<file path="src/rtl/down_count_timer.sv">
// rtl/down_count_timer.sv - falling-edge down-counter with load handshake, one-shot and auto-reload modes
module down_count_timer #(
  parameter int WIDTH = 4
) (
  input  logic             clk2,
  input  logic             reset2,
  input  logic             load_valid,
  input  logic [WIDTH-1:0] load_value,
  output logic             load_ready,
  input  logic             start,
  input  logic             enable,
  input  logic             mode,
  input  logic             abort,
  output logic [WIDTH-1:0] q,
  output logic             tc,
  output logic             busy,
  output logic             done
);

  typedef enum logic [1:0] {
    ST_IDLE = 2'd0,
    ST_RUN  = 2'd1,
    ST_DONE = 2'd2
  } state_e;

  localparam logic [WIDTH-1:0] CNT_ONE  = WIDTH'(1);
  localparam logic [WIDTH-1:0] CNT_ZERO = '0;

  state_e           state_q, state_d;
  logic [WIDTH-1:0] count_q, count_d;
  logic [WIDTH-1:0] reload_q, reload_d;
  logic             tc_q, tc_d;
  logic             load_acc;
  logic [WIDTH-1:0] eff_count;

  always_ff @(negedge clk2 or posedge reset2) begin
    if (reset2) begin
      state_q  <= ST_IDLE;
      count_q  <= CNT_ZERO;
      reload_q <= CNT_ZERO;
      tc_q     <= 1'b0;
    end else begin
      state_q  <= state_d;
      count_q  <= count_d;
      reload_q <= reload_d;
      tc_q     <= tc_d;
    end
  end

  assign load_ready = (state_q == ST_IDLE) || (state_q == ST_DONE);
  assign load_acc   = load_valid && load_ready;

  always_comb begin
    state_d   = state_q;
    count_d   = count_q;
    reload_d  = reload_q;
    tc_d      = 1'b0;
    eff_count = load_acc ? load_value : count_q;

    // abort wins over everything: q and reload are frozen, only state and tc change
    if (abort) begin
      state_d = ST_IDLE;
    end else begin
      if (load_acc) begin
        count_d  = load_value;
        reload_d = load_value;
      end
      unique case (state_q)
        ST_IDLE: begin
          if (start && (eff_count != CNT_ZERO)) state_d = ST_RUN;
        end
        ST_RUN: begin
          if (enable) begin
            if (count_q > CNT_ONE) begin
              count_d = count_q - CNT_ONE;
            end else if (count_q == CNT_ONE) begin
              tc_d = 1'b1;
              if (mode) begin
                count_d = reload_q;
              end else begin
                count_d = CNT_ZERO;
                state_d = ST_DONE;
              end
            end else begin
              // q cannot be zero in RUN; park in DONE rather than wrap
              state_d = ST_DONE;
            end
          end
        end
        ST_DONE: begin
          if (load_acc) begin
            state_d = ST_IDLE;
          end else if (start && (reload_q != CNT_ZERO)) begin
            count_d = reload_q;
            state_d = ST_RUN;
          end
        end
        default: state_d = ST_IDLE;
      endcase
    end
  end

  assign q    = count_q;
  assign tc   = tc_q;
  assign busy = (state_q == ST_RUN);
  assign done = (state_q == ST_DONE);

endmodule

</file>
<file path="config.mk">
export PLATFORM = sky130hd
export DESIGN_NAME = down_count_timer
export DESIGN_NICKNAME = d
export VERILOG_FILES = /design/src/rtl/down_count_timer.sv
export SDC_FILE = /design/constraint.sdc
export NUM_CORES = 1
export LEC_CHECK = 0
export CORE_MARGIN = 1
export CORE_UTILIZATION = 46
export DETAILED_ROUTE_END_ITERATION = 6
export HOLD_SLACK_MARGIN = 0.15
export PLACE_DENSITY = 0.83
export REMOVE_ABC_BUFFERS = 1
export SLEW_MARGIN = 20
export SYNTH_ARGS = -nofsm -noshare
export SYNTH_HDL_FRONTEND = slang
export SYNTH_SLANG_ARGS = --single-unit
export TNS_END_PERCENT = 1
</file>
<file path="constraint.sdc">
create_clock -name clk2 -period 1.8 [get_ports clk2]
set_input_delay 0.45 -clock clk2 [delete_from_list [all_inputs] [get_ports clk2]]
set_output_delay 0.45 -clock clk2 [all_outputs]
set_load 0.1 [all_outputs]
</file>
# Yosys cells after proc, flatten, opt, wreduce, memory -nomap -nowiden
# Index checks and enable logic that the tools add are counted.
# word_totals
output_inout_bits	8
input_bits	11
reg_bits	11
# classes
muxes	22
eq_ne	8
add_sub_neg	1
n_reduce_logical	9
n_lt_le_gt_ge	1
bitwise_logic	1
# ops
operator	n
$mux 4	7
$mux 2	8
$pmux 4 s2	1
$reduce_bool 4->1	2
$ne 3x3->1 const B	2
$pmux 2 s3	1
$mux 1	5
$reduce_and 5->1	1
$eq 4x1->1 const B	1
$gt 4x1->1 const B	1
$ne 4x3->1 const B	1
$ne 4x4->1 const B	1
$sub 4x1->4 const B	1
$logic_and 1x1->1	3
$ne 3x2->1 const B	1
$eq 2x1->1 const B	1
$eq 2x2->1 const B	1
$logic_not 2->1	1
$reduce_and 2->1	1
$logic_or 1x1->1	1
$not 1->1	1

# Logic depth before layout (Yosys ltp)
# Gate-level depths: netlist (run 1).
# depth
depth_word	9
mapped_depth	6
ltp_nobuf	6

==> flow_metrics.tcl, run 1 <==
set metrics [dict create \
    grt-ovfl-total 0 \
    post_drt_wl_per_cell_um 22.6 \
    final_cells 186 \
    clkLatencyLatePin_ns 0.28 \
    clkPwrFrac 0.057 \
    synthArstFlopShare 1.00 \
    antennaDiodeCount 0 \
    required_ns 1.35 \
    cts.reportedPaths.clkPinSlew_ns 0.06 \
    grt_max_degree 12 \
    whs_ns 0.554 \
    peakVddDrop_mv 1.40 \
    clock-sinks 11 \
    drc 0 \
    hold_depth 1 \
    syn-instance-count 103 \
    p_sw_mw 1.63 \
    via_per_inst 6.86 \
    met1_length_um 1400 \
    die_y_um 48.3 \
    synth_ff_type "dfrtn_1" \
    r2r_cells 7 \
    drv_slew 0 \
    setup_ws_ns -0.981 \
    cp_slowest_cell "dfrtn_1" \
    yosys_register_bits 11 \
    hold_viol_final 0 \
    rsz0062_at_grt "yes" \
    ctsHoldBuffers 0 \
    seq_power_share 0.162 \
    synth_top_area_frac 0.280 \
    synth-edff-count 0 \
    fillers 83 \
    slew_headroom 0.766 \
    reg2reg_slack_ns -0.22 \
    cts_buffers 3 \
    dp.final_hpwl_um 2400 \
    hold_class "flip-flop to flip-flop" \
    nNetsFinal 177 \
    critPathLaunchType "flip-flop" \
    slowest_delay_ns 0.49 \
    fin_tns_setup_ns -9.27 \
    path_cells "inv_2 > ha_4 > or2_4 > buf_12" \
    intPower_mw 1.46 \
    cts_tree "built" \
    dr.pass1.iters 6 \
    io_buffers 18 \
    min_from "reload_q[0]" \
    power_mw 3.09 \
    skew_ns 0.00271 \
    drtAntennaViolNets 0 \
    synthTopCellsByCount "dfrtn_1, inv_1, nand2_1" \
    die_area_mm2 0.00233 \
    ys_types 48 \
    drive_gt1_frac 0.535 \
    outcome "complete, but fails checks" \
    grt_pass1_vias 1108 \
    worstReg2RegStart "q[1]" \
    reg2reg_to "state_q[0]" \
    cts.htree.levels 1 \
    seq_area_frac_synth 0.280 \
    violations "negative setup slack" \
    synth_warnings 0 \
    synth.most_common_cell "dfrtn_1" \
    antenna_found_initial 0 \
    grt_pass1_wl_um 5600 \
    syn_area_um2 985 \
    cp_max_fo 3 \
    cts_buffer_depth 2 \
    met3_length_um 447 \
    comb_power_share 0.780 \
    drtIter0Drc 91 \
    grt_usage 0.364 \
    areaGrowthSynthToFinish_pct 75.2 \
    path_class "flip-flop to output pin" \
    clockRootBuffer "clkbuf_4" \
    worstPathArrival_ns 2.33 \
    place_inst 182 \
    drt_wl_total_um 4200 \
    topRoutingLayerUsed "met4" \
    rows 16 \
    setup_viol 19 \
    swShare 0.527 \
    cap_viol_max_count 0 \
    end_kind "output pin" \
    met2_length_um 2060 \
    finalInstanceArea_mm2 0.00173 \
    num_io_pins 19 \
    place_area_mm2 0.00154 \
    start_util 0.497 \
    die_x_um 48.3 \
    syn_avg_cell_area_um2 9.56 \
    core_mm2 0.00198 \
    crit_start "state_q[1]" \
    vias 1276 \
    worst_slew_pin_slew_ns 0.349 \
    synth.largest_area_cell "dfrtn_1" \
    power_per_cell_area_mw_per_mm2 1790 \
    gp_congestion 0.908 \
    hold_end "reload_q[0]" \
    p_leak_nw 0.755 \
    synthTopCellsByArea "dfrtn_1, ha_1, mux2_2, o211ai_1, inv_1" \
]
## per-layer routing
metal | vias to the layer above | GRT usage
li1 | 517 | -
met1 | 606 | 0.449
met2 | 110 | 0.597
met3 | 43 | 0.0815
met4 | 0 | 0.172
met5 | - | 0
## what timing repair did
item | in CTS | in global routing
setup endpoints to repair | 19 | 19
buffers inserted | 0 | 0
hold endpoints to repair | 0 | 0
pin swaps | 4 | 4
resized for setup | 35 | 19
## how the worst max path moves through the flow
stage	to	slack, ns	depth (start not counted)
after floorplan	load_ready	-1.71	3
after global placement	state_q[1]	-1.11	6
after detailed placement	state_q[1]	-1.21	6
after CTS	load_ready	-0.95	4
after global routing	load_ready	-1.03	4
final	load_ready	-0.98	4
## stage by stage
stage                     setup slack [ns]  utilization
final                               -0.981        0.871
after global routing                 -1.03        0.871
after CTS                           -0.949        0.827
after detailed placement             -1.21        0.779
after global placement               -1.11        0.779
after floorplan                      -1.71            -
## cell families after synthesis
kind of cell    count (synthesis)  synth area share
flops                          11             0.280
compound gates                 31             0.290
buf+inv                        12            0.0597
mux                             5            0.0572
fa+ha+maj                       6            0.0762
simple gates                   38             0.238
## sequential cells by signal, summed over array words and instances, names as in the netlist
register and flops:
q 4, state_q 2, tc 1, reload_q 4
## power by group through the flow
stage	logic, mW	clock network [mW]	registers [mW]
5_1_grt	2.51	0.191	0.502
6_report	2.41	0.177	0.500
2_1_floorplan	0.879	0	0.811
3_5_place_dp	2.11	0	0.477
3_3_place_gp	2.06	0	0.472
4_1_cts	2.19	0.179	0.475
## area by class of cell
class,count,area (um^2),area share
multi-input cells,80,768,0.445
repair buffers,55,588,0.341
flip-flops and latches,11,275,0.160
inverters,9,33.8,0.0196
well taps,27,33.8,0.0196
clock buffers,4,26.3,0.0152
## critical path, delay by kind of cell (launching register included)
family	cells	cell delay [ns]
AND/OR/NAND/NOR	1	0.24
buffers and inverters	2	0.26
adder cells (fa/ha/maj)	1	0.17
flip-flops	1	0.49
## layout by cell type (no fill, tap or decap), types with 4 or more instances in the layout
cell type	instances
nor3_1	4
buf_12	9
dfrtn_1	11
buf_6	4
buf_4	31
nand2_1	6
nand4_1	4
inv_1	6
o211ai_1	5
Note: power is estimated with default switching activity, not from simulation.
==> run 2, diff against run 1 <==
--- a/config.mk
+++ b/config.mk
@@ -6,10 +6,11 @@
 export NUM_CORES = 1
 export LEC_CHECK = 0
 export CORE_MARGIN = 1
-export CORE_UTILIZATION = 46
+export CORE_UTILIZATION = 51
+export CTS_CLUSTER_SIZE = 30
 export DETAILED_ROUTE_END_ITERATION = 6
 export HOLD_SLACK_MARGIN = 0.15
-export PLACE_DENSITY = 0.83
+export PLACE_DENSITY = 0.87
 export REMOVE_ABC_BUFFERS = 1
 export SLEW_MARGIN = 20
 export SYNTH_ARGS = -nofsm -noshare
==> constraint.sdc (replaced) <==
create_clock -name clk2 -period 3 [get_ports clk2]
set_input_delay 0.75 -clock clk2 [delete_from_list [all_inputs] [get_ports clk2]]
set_output_delay 0.75 -clock clk2 [all_outputs]
set_load 0.1 [all_outputs]
==> run 2 against run 1 <==
Net effect: the flow still finishes with violations (negative setup slack); sequential share of layout area increased by 0.50 points; register-to-register slack improved by 1.0 ns; total power decreased by 38%.
==> flow_metrics.tcl, run 2 (synthesis gave the netlist of run 1 again) <==
set metrics [dict create \
    outcome "complete, but fails checks" \
    violations "negative setup slack" \
    grt_pass1_vias 1255 \
    end_kind "output pin" \
    drt_wl_total_um 5130 \
    antenna_found_initial 0 \
    cts.htree.levels 1 \
    die_area_mm2 0.00211 \
    hold_class "flip-flop to flip-flop" \
    multi_input_area_um2 781 \
    required_ns 2.25 \
    r2r_cells 7 \
    dp.final_hpwl_um 2330 \
    rsz0062_at_grt "yes" \
    gp_congestion 0.936 \
    slew_headroom 0.707 \
    cap_viol_max_count 0 \
    cts_tree "built" \
    reg2reg_to "state_q[1]" \
    rows 15 \
    path_cells "inv_2 > ha_4 > or2_4 > buf_12" \
    seqCellArea_um2 275 \
    critical_path_buf_inv_count 2 \
    antennaDiodeCount 0 \
    drv_slew 0 \
    via_per_inst 7.46 \
    num_io_pins 19 \
    grt_max_degree 12 \
    dr.pass1.iters 5 \
    cp_max_fo 3 \
    path_class "flip-flop to output pin" \
    min_from "reload_q[3]" \
    worst_slew_pin_slew_ns 0.436 \
    cp_slowest_cell "dfrtn_1" \
    worstReg2RegStart "q[1]" \
    cp_top_family "flip-flops" \
    setup_ws_ns -0.760 \
    hold_depth 1 \
    fillers 48 \
    worstPathArrival_ns 3.01 \
    skew_ns 0.00196 \
    whs_ns 0.567 \
    drtAntennaViolNets 0 \
    fin_util 0.948 \
    io_buffers 18 \
    core_mm2 0.00176 \
    vias 1335 \
    clockRootBuffer "clkbuf_4" \
    post_drt_wl_per_cell_um 28.6 \
    hold_viol_final 0 \
    dp_slack_ns -0.932 \
    slowest_delay_ns 0.48 \
    power_mw 1.91 \
    die_x_um 45.9 \
    cts_buffers 3 \
    die_y_um 45.9 \
    start_util 0.558 \
    final_cell_mix "buf_4, dfrtn_1, buf_12" \
    grt_usage 0.442 \
    cts_buffer_depth 2 \
    cts.reportedPaths.clkPinSlew_ns 0.06 \
    setup_viol 14 \
    power_per_cell_area_mw_per_mm2 1140 \
    peakVddDrop_mv 1.00 \
    clkLatencyLatePin_ns 0.30 \
    drive_gt1_frac 0.494 \
    areaGrowthSynthToFinish_pct 69.9 \
    final_common_cell "buf_4" \
    nNetsFinal 172 \
    drtIter0Drc 139 \
    grt-ovfl-total 0 \
    drc 0 \
    clock-sinks 11 \
    critPathLaunchType "flip-flop" \
    p_leak_nw 0.702 \
    grt_pass1_wl_um 6380 \
    reg2reg_slack_ns 0.79 \
    hold_end "reload_q[3]" \
]
## run 2: cell count changes in the layout (fill, tap and decap cells not counted), sizes merged
cell / delta
buf: -5
clkdlybuf4s50: +4
dlygate4sd2: -1
dlymetal6s2s: -3
## run 2: power breakdown
group          internal (mW)  switching [mW]
Combinational          0.582           0.898
Sequential             0.217          0.0944
Clock                 0.0519          0.0657
Total                  0.851            1.06
## run 2: worst register-to-register path: stages (launching register included)
cell and delay [ns]:
dfrtn_1 0.47, buf_4 0.15, inv_1 0.06, ha_1 0.28, or2_2 0.38, a41oi_2 0.35
a211o_1 0.20, o221ai_1 0.15
## run 2: how the worst max path moves through the flow
stage             startpoint          to  depth (start not counted)  slack [ns]
3_3_place_gp   load_value[3]  state_q[1]                          6       -0.81
4_1_cts           state_q[0]  load_ready                          4       -0.64
3_5_place_dp      load_valid  state_q[1]                          6       -0.93
5_1_grt           state_q[0]  load_ready                          4       -0.73
6_report          state_q[0]  load_ready                          4       -0.76
2_1_floorplan     state_q[0]  load_ready                          3       -1.41
## run 2: area by class of cell
class	instances	area share
multi-input combinational	80	0.467
timing repair buffer	50	0.314
sequential	11	0.165
inverter	9	0.0202
tap	25	0.0187
clock buffer	4	0.0157
## run 2: through the flow
stage	TNS (ns)	instances	instance area [um^2]
3_3_place_gp	-8.32	173	1490
6_report	-5.04	179	1670
3_5_place_dp	-8.93	173	1490
2_1_floorplan	-5.55	100	960
5_1_grt	-5.02	179	1670
4_1_cts	-4.12	178	1600
## run 2: routing by layer
metal | GRT usage | part of all wire | routed length, um | vias up
met2 | 0.715 | 0.44 | 2230 | 166
li1 | - | - | - | 507
met1 | 0.542 | 0.33 | 1680 | 584
met5 | 0 | 0 | 0 | -
met3 | 0.0833 | 0.12 | 633 | 78
met4 | 0.253 | 0.11 | 577 | 0
## run 2: what timing repair did
action	CTS	global route
setup endpoints to repair	18	18
buffers inserted	1	1
pin swaps	7	3
gates resized for setup	34	10
hold buffers	0	0
==> run 3, diff against run 2 <==
--- a/config.mk
+++ b/config.mk
@@ -5,6 +5,7 @@
 export SDC_FILE = /design/constraint.sdc
 export NUM_CORES = 1
 export LEC_CHECK = 0
+export CAP_MARGIN = 20
 export CORE_MARGIN = 1
 export CORE_UTILIZATION = 51
 export CTS_CLUSTER_SIZE = 30
==> results of run 3 <==
The final DEF is identical to that of run 2; final timing and power are the same.
